[src/rtl/div_axis_responder_if.sv]
// div_axis_responder_if: operand/result bundle between the ALU division initiator and the divider.
//   dividend/divisor channels: tdata, tvalid (initiator -> divider), tready (divider -> initiator)
//   dout channel: tdata {quotient, remainder}, tvalid pulse (divider -> initiator, no backpressure)
interface div_axis_responder_if #(
    parameter int DW = 33,
    parameter int FW = 40
);
    logic [DW-1:0]   s_axis_dividend_tdata;
    logic            s_axis_dividend_tvalid;
    logic            s_axis_dividend_tready;
    logic [DW-1:0]   s_axis_divisor_tdata;
    logic            s_axis_divisor_tvalid;
    logic            s_axis_divisor_tready;
    logic [2*FW-1:0] m_axis_dout_tdata;
    logic            m_axis_dout_tvalid;

    modport slave (
        input  s_axis_dividend_tdata, s_axis_dividend_tvalid,
        output s_axis_dividend_tready,
        input  s_axis_divisor_tdata, s_axis_divisor_tvalid,
        output s_axis_divisor_tready,
        output m_axis_dout_tdata, m_axis_dout_tvalid
    );

    modport master (
        output s_axis_dividend_tdata, s_axis_dividend_tvalid,
        input  s_axis_dividend_tready,
        output s_axis_divisor_tdata, s_axis_divisor_tvalid,
        input  s_axis_divisor_tready,
        input  m_axis_dout_tdata, m_axis_dout_tvalid
    );
endinterface

[src/rtl/div_axis_responder.sv]
// div_axis_responder: multi-cycle signed radix-2 restoring divider with AXI-Stream style operand/result channels.
//   clk   : rising-edge clock
//   reset : synchronous active-high reset
//   bus   : slave side of div_axis_responder_if (dividend, divisor in; {quotient, remainder} out)
module div_axis_responder #(
    parameter int DW = 33,
    parameter int FW = 40
) (
    input logic                   clk,
    input logic                   reset,
    div_axis_responder_if.slave   bus
);
    localparam int CW = $clog2(DW);

    typedef enum logic [1:0] {IDLE, CALC, FIX, DONE} state_t;

    state_t          state_q;
    logic [DW-1:0]   ha_q, hb_q;
    logic            afull_q, bfull_q;
    logic [DW-1:0]   qa_q, bm_q;
    logic [DW:0]     rem_q;
    logic [CW-1:0]   cnt_q;
    logic            qsign_q, rsign_q, bzero_q;
    logic [2*FW-1:0] dout_q;
    logic            valid_q;

    logic [DW-1:0]   amag_d, bmag_d;
    logic [DW:0]     sh_d, qs_d, rs_d;
    logic [DW+1:0]   diff_d;

    // A DW-bit unsigned magnitude is enough: 0 - (-2^(DW-1)) wraps to 2^(DW-1) exactly.
    assign amag_d = ha_q[DW-1] ? DW'(0) - ha_q : ha_q;
    assign bmag_d = hb_q[DW-1] ? DW'(0) - hb_q : hb_q;
    // qa_q starts as |a| and fills with quotient bits as the dividend shifts out of its top.
    assign sh_d   = {rem_q[DW-1:0], qa_q[DW-1]};
    assign diff_d = {1'b0, sh_d} - {2'b0, bm_q};
    assign qs_d   = qsign_q ? (DW+1)'(0) - {1'b0, qa_q} : {1'b0, qa_q};
    assign rs_d   = rsign_q ? (DW+1)'(0) - rem_q : rem_q;

    assign bus.s_axis_dividend_tready = ~afull_q & ~reset;
    assign bus.s_axis_divisor_tready  = ~bfull_q & ~reset;
    assign bus.m_axis_dout_tdata      = dout_q;
    assign bus.m_axis_dout_tvalid     = valid_q;

    always_ff @(posedge clk) begin
        if (reset) begin
            state_q <= IDLE;
            ha_q    <= '0;
            hb_q    <= '0;
            afull_q <= 1'b0;
            bfull_q <= 1'b0;
            qa_q    <= '0;
            bm_q    <= '0;
            rem_q   <= '0;
            cnt_q   <= '0;
            qsign_q <= 1'b0;
            rsign_q <= 1'b0;
            bzero_q <= 1'b0;
            dout_q  <= '0;
            valid_q <= 1'b0;
        end else begin
            if (bus.s_axis_dividend_tvalid && !afull_q) begin
                ha_q    <= bus.s_axis_dividend_tdata;
                afull_q <= 1'b1;
            end
            if (bus.s_axis_divisor_tvalid && !bfull_q) begin
                hb_q    <= bus.s_axis_divisor_tdata;
                bfull_q <= 1'b1;
            end
            valid_q <= 1'b0;
            unique case (state_q)
                IDLE: begin
                    // Loading needs both slots full, so no capture can coincide with this clear.
                    if (afull_q && bfull_q) begin
                        afull_q <= 1'b0;
                        bfull_q <= 1'b0;
                        qa_q    <= amag_d;
                        bm_q    <= bmag_d;
                        rem_q   <= '0;
                        cnt_q   <= '0;
                        qsign_q <= ha_q[DW-1] ^ hb_q[DW-1];
                        rsign_q <= ha_q[DW-1];
                        bzero_q <= (hb_q == '0);
                        state_q <= CALC;
                    end
                end
                CALC: begin
                    rem_q <= diff_d[DW+1] ? sh_d : diff_d[DW:0];
                    qa_q  <= {qa_q[DW-2:0], ~diff_d[DW+1]};
                    cnt_q <= cnt_q + 1'b1;
                    if (cnt_q == CW'(DW-1))
                        state_q <= FIX;
                end
                FIX: begin
                    // With b = 0 the remainder path already yields a; only the quotient is forced.
                    dout_q  <= {bzero_q ? {FW{1'b1}} : {{(FW-DW-1){qs_d[DW]}}, qs_d},
                                {{(FW-DW-1){rs_d[DW]}}, rs_d}};
                    valid_q <= 1'b1;
                    state_q <= DONE;
                end
                default: state_q <= IDLE;
            endcase
        end
    end
endmodule

[src/flat_wrapper.sv]
// flat-port wrapper written by rule: the top's interface ports become plain ports
module div_axis_responder_flat 
#(
    parameter int DW = 33,
    parameter int FW = 40
)
  (clk, reset, bus_s_axis_dividend_tdata, bus_s_axis_dividend_tvalid, bus_s_axis_dividend_tready, bus_s_axis_divisor_tdata, bus_s_axis_divisor_tvalid, bus_s_axis_divisor_tready, bus_m_axis_dout_tdata, bus_m_axis_dout_tvalid);
  div_axis_responder_if #(.DW(DW), .FW(FW)) bus_i ();
  input logic clk;
  input logic reset;
  input wire logic [$bits(bus_i.s_axis_dividend_tdata)-1:0] bus_s_axis_dividend_tdata;
  input wire logic [$bits(bus_i.s_axis_dividend_tvalid)-1:0] bus_s_axis_dividend_tvalid;
  output wire logic [$bits(bus_i.s_axis_dividend_tready)-1:0] bus_s_axis_dividend_tready;
  input wire logic [$bits(bus_i.s_axis_divisor_tdata)-1:0] bus_s_axis_divisor_tdata;
  input wire logic [$bits(bus_i.s_axis_divisor_tvalid)-1:0] bus_s_axis_divisor_tvalid;
  output wire logic [$bits(bus_i.s_axis_divisor_tready)-1:0] bus_s_axis_divisor_tready;
  output wire logic [$bits(bus_i.m_axis_dout_tdata)-1:0] bus_m_axis_dout_tdata;
  output wire logic [$bits(bus_i.m_axis_dout_tvalid)-1:0] bus_m_axis_dout_tvalid;
  assign bus_i.s_axis_dividend_tdata = bus_s_axis_dividend_tdata;
  assign bus_i.s_axis_dividend_tvalid = bus_s_axis_dividend_tvalid;
  assign bus_s_axis_dividend_tready = bus_i.s_axis_dividend_tready;
  assign bus_i.s_axis_divisor_tdata = bus_s_axis_divisor_tdata;
  assign bus_i.s_axis_divisor_tvalid = bus_s_axis_divisor_tvalid;
  assign bus_s_axis_divisor_tready = bus_i.s_axis_divisor_tready;
  assign bus_m_axis_dout_tdata = bus_i.m_axis_dout_tdata;
  assign bus_m_axis_dout_tvalid = bus_i.m_axis_dout_tvalid;
  div_axis_responder #(.DW(DW), .FW(FW)) u_core (.clk(clk), .reset(reset), .bus(bus_i));
endmodule
[config.mk]
export PLATFORM = sky130hd
export DESIGN_NAME = div_axis_responder_flat
export DESIGN_NICKNAME = d
export VERILOG_FILES = /design/src/rtl/div_axis_responder_if.sv /design/src/rtl/div_axis_responder.sv /design/src/flat_wrapper.sv
export SDC_FILE = /design/constraint.sdc
export NUM_CORES = 1
export LEC_CHECK = 0
export BUFFER_PORTS_ARGS = -buffer_cell sky130_fd_sc_hd__clkbuf_2
export CAP_MARGIN = 10
export CORE_ASPECT_RATIO = 0.6
export CORE_MARGIN = 8
export CORE_UTILIZATION = 40
export DETAILED_ROUTE_END_ITERATION = 8
export SETUP_SLACK_MARGIN = 0.2
export SYNTH_ARGS = -nofsm -noshare
export SYNTH_HDL_FRONTEND = slang
export SYNTH_SLANG_ARGS = --single-unit
[constraint.sdc]
create_clock -name clk -period 3.1 [get_ports clk]
set_input_delay 0.31 -clock clk [delete_from_list [all_inputs] [get_ports clk]]
set_output_delay 0.31 -clock clk [all_outputs]
set_load 0.02 [all_outputs]
======== Word level (Yosys, flattened, before mapping) ========
Cells that the tools add are included.
Widths: inputs -> output; s select.
storage, ports and cells
  register bits ........................... 260
  bits of input ports ..................... 70
  output and inout bits ................... 83
  word-level logic and storage cells ...... 65
cells by class
  add/subtract/negate cells ............... 6
  equality and inequality tests ........... 5
  mux-type cells .......................... 22
  bitwise gates (word level) .............. 7
  reduce and logical (&&, ||, !) cells .... 11
operator list
  cell                   number
  $mux 34                4
  $mux 33                3
  $pmux 34 s2            1
  $pmux 33 s2            1
  $sub 1x33->33 const A  2
  $mux 40                1
  $sub 34x33->35         1
  $sub 1x33->34 const A  1
  $sub 1x34->34 const A  1
  $logic_not 33->1       1
  $pmux 6 s2             1
  $mux 1                 7
  $add 6x1->6 const B    1
  $eq 6x6->1 const B     1
  $mux 6                 1
  $pmux 2 s3             1
  $reduce_and 2->1       3
  $mux 2                 2
  $ne 2x1->1 const B     2
  $not 1->1              4
  $logic_and 1x1->1      3
  $and 1x1->1            2
  $eq 2x1->1 const B     1
  $eq 2x2->1 const B     1
  other kinds (4)        5

======== Longest topological paths before layout ========
  depth after elaboration ................. 5
  mapped depth ............................ 13
  depth with buffers taken out ............ 12

======== Worst setup path before layout ========
No wires, ideal clock.
  path type ............................... register to register
  start point ............................. reg u_core.qa_q[32]
  end point ............................... reg u_core.rem_q[19]
  setup time .............................. 0.130 ns
  arrival time ............................ 2.622 ns
  required time ........................... 2.970 ns
  slack ................................... 0.348 ns
  cell stages (with the launch flop) ...... 14
  buffers on the path ..................... 2
  clock period less this slack ............ 2.752 ns
  cells stage by stage .................... dfxtp_1 inv_1 ha_1 fa_1 nand2b_1 a21oi_1 nor3_1 o21ai_0 nand2_1 o211a_1 clkbuf_1 clkbuf_1 a32oi_1 o31ai_1
on the way
  longest elaborated chain between the ends .. 3
RTL lines
  item                    line                      RTL
  start, declared         div_axis_responder.sv:20  logic [DW-1:0] qa_q, bm_q;
  start signal, assigned  div_axis_responder.sv:77  qa_q <= amag_d;
  start signal, assigned  div_axis_responder.sv:89  qa_q <= {qa_q[DW-2:0], ~diff_d[DW+1]};
  $sub 34x33->35          div_axis_responder.sv:36  assign diff_d = {1'b0, sh_d} - {2'b0, bm_q};
  $mux 34                 div_axis_responder.sv:88  rem_q <= diff_d[DW+1] ? sh_d : diff_d[DW:0];
  $pmux 34 s2             div_axis_responder.sv:71  unique case (state_q)
  end signal, assigned    div_axis_responder.sv:88
  end, declared           div_axis_responder.sv:21  logic [DW:0] rem_q;
Every way passes these cells.
A chain may end at the register's enable or synchronous reset.

======== Worst setup path after layout ========
  start point ............................. reg u_core.qa_q[2]
  end point ............................... reg u_core.dout_q[65], in the netlist u_core.bus.m_axis_dout_tdata[65]
on the way
  longest elaborated chain between the ends .. 3
RTL lines
  item                  line                      RTL
  $sub 1x33->34         div_axis_responder.sv:37  assign qs_d = qsign_q ? (DW+1)'(0) - {1'b0, qa_q} : {1'b0, qa_q};
  $mux 34               div_axis_responder.sv:37
  $mux 40               div_axis_responder.sv:96  dout_q <= {bzero_q ? {FW{1'b1}} : {{(FW-DW-1){qs_d[DW]}}, qs_d},
  end signal, assigned  div_axis_responder.sv:96
  end, declared         div_axis_responder.sv:24  logic [2*FW-1:0] dout_q;
Every way passes these cells.

==> run summary <==
CTS root buf: clkbuf_16
Die Height: 159.1 µm
Number of antenna violations at the first check in global routing: 1
CP Capture Type: flip-flop
Synth Register Bits: 248
Syn-to-layout area delta: 21.72%
Status: finished clean
Syn_area_per_cell: 7.838 µm²
Core area: 33640 µm²
CTS tree: built
Synth Net Count: 1855
Clock Power Share: 27.9%
Total track usage: 19.96%
Worst relative slew slack: 25.48%
# clock sinks: 248
Die area: 40490 µm²
Routed WL: 42300 µm
Sequential cell area: 4969 µm²
Critical-path cell list: nor3_4, nand3_2, or4_4, or3_2, or2_2, o21ai_4, nand2_1, xnor2_1, a211oi_1
Area occupied by multi-input gates: 8123 µm²
Largest net degree at the start of global routing: 104
Crit path kind: flip-flop to flip-flop
FFs w/ async S/R, synth: 0%
Layout cell share with drive strength beyond 1: 16.23%
Hold Fails Final Rpt: 0
Initial Util: 40.59%
Row count: 52
IO Pins: 153
Sequential share of power: 33.7%
Congestion Overflow GR: 0
Period minus WS final: 2799 ps
Initial DRC Count: 1052
H-tree levels: 1
Sw Share: 38.01%
Part of the cycle the worst path needs: 90.29%
Number of max-slew violations in the final report: 0
HP Class: input port to flip-flop
Clk slew on worst S/H paths: 60 ps
Die W: 254.5 µm
Vias/cell: 5.300
Cell variety after synth: 72
Vias in the first global route: 11.40k
Worst-case clock buffer depth: 3
Final ANT Viol Nets: 0
Critical Path Fanout Max: 7
Layout Nets: 2036
CP required: 3550 ps
Pleak: 0.006696 µW
Placer congestion estimate: 0.9191
Peak supply drop: 0.0003687 V
F_max: 357.3 MHz
Port buffer count: 152
Post-route DRC: 0
P per Cell Area: 685.9 nW/µm²
DP HPWL: 31180 µm
Syn. warnings: 0
Sum Neg Setup Slack: 0 ps
CP startpoint kind: flip-flop
DR WL/cell: 17.62 µm
Comb pwr share: 38.3%
RSZ-0062 raised after global routing: false
Fillers: 3264
Clock Skews: 11.83 ps
First-pass GRT wire length: 65850 µm
Main flop type after synthesis: dfxtp_1
Number of synthesized flops with an enable pin: 0
CTS buffer count: 26
Endpoints failing setup: 0
Worst Path Arrival: 3250 ps
Max-cap viol count: 0
Routed vias: 12.73k
Sequential area share after synthesis: 36.36%
Synth Cell Area: 13650 µm²
Internal power contribution: 7066 µW
Crit path largest cell delay: 470 ps
Clk_lat worst skew: 540 ps
Net Switching: 4333 µW
Syn Inst Count: 1742
1st-pass router iterations: 5
Worst slew pin tran: 1110 ps
Post-Route Utilization: 49.40%
Crit-path slowest cell: or3_2
-- layer usage --
metal  share of wire, %  global-route usage, %  wire length, µm
met1                 55                  34.15            23130
met4                1.5                  3.422              616
met2                 34                  22.44            14300
met5                  0                      0                0
met3                 10                  6.195             4245
-- power by group through the flow --
| stage | sequential [µW] | combinational, µW | clock, µW |
|---|---|---|---|
| floorplan | 3940 | 2830 | 0 |
| global placement | 3890 | 4080 | 0 |
| detailed placement | 3900 | 4100 | 0 |
| CTS | 3830 | 4170 | 3260 |
| global route | 3880 | 4810 | 3400 |
| finish | 3850 | 4370 | 3180 |
-- layout make-up --
type / instances / share of cell area, %
multi-input cells: 1319 / 48.88
flip-flops and latches: 248 / 29.90
repair buffers: 275 / 11.38
clock buffers: 37 / 4.532
well taps: 459 / 3.456
inverters: 53 / 1.197
clock inverters: 9 / 0.6400
diodes: 1 / 0.01506
-- cells in the final DEF (no fill, tap or decap), drive strengths merged, types with 19 or more instances in the layout --
cell         synthesis  routed
nor2               166     166
xor2               102     102
clkbuf             101     188
nand2              297     297
a211oi              87      87
buf                 21      70
a21oi              138     138
ha                  42      42
inv                 53      53
a22o                19      19
nor3                23      23
o31ai               37      37
mux2i               20      20
xnor2               53      53
dfxtp              248     248
dlygate4sd3          0      54
or3                 24      24
o21ai              104     104
-- cell usage after synthesis, drive strengths merged, types with 2 or more instances --
library cell,count,area share (%)
dfxtp,248,36
xor2,102,6.5
inv,53,1.5
a32oi,12,0.77
or3,24,1.1
a41oi,2,0.13
nor3,23,0.88
and2,5,0.23
a211oi,87,4.8
a22o,19,1.2
a21o,17,0.93
clkbuf,101,2.8
a31oi,8,0.37
o31ai,37,2.1
ha,42,3.8
o31a,2,0.13
nor2,166,4.6
o21bai,4,0.22
nor2b,13,0.60
a2111oi,2,0.13
a311oi,6,0.38
or2,10,0.46
nor4b,3,0.19
nand2b,16,0.73
o41ai,14,0.90
buf,21,1.0
a21oi,138,5.1
nor4,7,0.43
o21a,4,0.22
o211ai,14,0.77
nand2,297,8.2
and3,8,0.37
nand3,15,0.55
or4,15,0.85
o21ai,104,3.9
xnor2,53,3.4
a21boi,2,0.11
mux2i,20,1.5
a22oi,4,0.22
a211o,2,0.13
nand4,7,0.32
-- sequential cells by signal, indices dropped and copies added, names as in the netlist --
register	count
u_core.bzero_q	1
u_core.qsign_q	1
u_core.bus.m_axis_dout_tdata	68
u_core.rsign_q	1
u_core.bfull_q	1
u_core.afull_q	1
u_core.bus.m_axis_dout_tvalid	1
u_core.state_q	2
u_core.bm_q	33
u_core.qa_q	33
u_core.rem_q	34
u_core.hb_q	33
u_core.ha_q	33
u_core.cnt_q	6
-- final timing paths --
path	from	to	slack (ps)	cells after the start
worst min-delay path	bus_s_axis_divisor_tdata[7]	u_core.hb_q[7]$_SDFFE_PP0P_	10	3
worst max register to register	u_core.qa_q[2]$_SDFFE_PP0P_	u_core.bus.m_axis_dout_tdata[65]$_SDFFE_PP0P_	300	9
worst max-delay path	u_core.qa_q[2]$_SDFFE_PP0P_	u_core.bus.m_axis_dout_tdata[65]$_SDFFE_PP0P_	300	9
worst min register to register	u_core.bm_q[27]$_SDFFE_PP0P_	u_core.bm_q[27]$_SDFFE_PP0P_	460	2
-- what timing repair did --
item | CTS | global route
setup buffers | 0 | 5
hold endpoints to repair | 54 | 0
hold buffers | 54 | 0
resized for setup | 2 | 33
endpoints found under the setup margin | 3 | 53
pin swaps | 0 | 7
-- through the flow --
stage	cells	setup slack [ps]	hold WS (ps)	instance area, µm²	power (µW)
after floorplan	1742	347.6	431.9	13650	6765
after global placement	2295	62.27	441.4	15050	7965
after detailed placement	2295	24.51	451.7	15050	7999
after CTS	2395	210.8	0.2188	16460	11260
after global routing	2401	171.3	13.05	16620	12090
final	2401	301.1	14.85	16620	11400
-- critical path, delay by kind of cell (launching register included) --
family	cells	cell delay (ps)
xor gates and xnor gates	1	150
and+or+nand+nor	6	1640
AOI/OAI and AO/OA	2	510
DFF	1	400
-- cell families after synthesis --
family / after synthesis / synth area share (%)
and+or+nand+nor: 614 / 19.84
AOI/OAI and AO/OA: 486 / 23.05
DFF: 248 / 36.36
buffers and inverters: 175 / 5.260
xor gates and xnor gates: 155 / 9.943
adders and majority gates: 43 / 3.996
muxes: 21 / 1.549
Note: power is estimated with default switching activity, not from simulation.
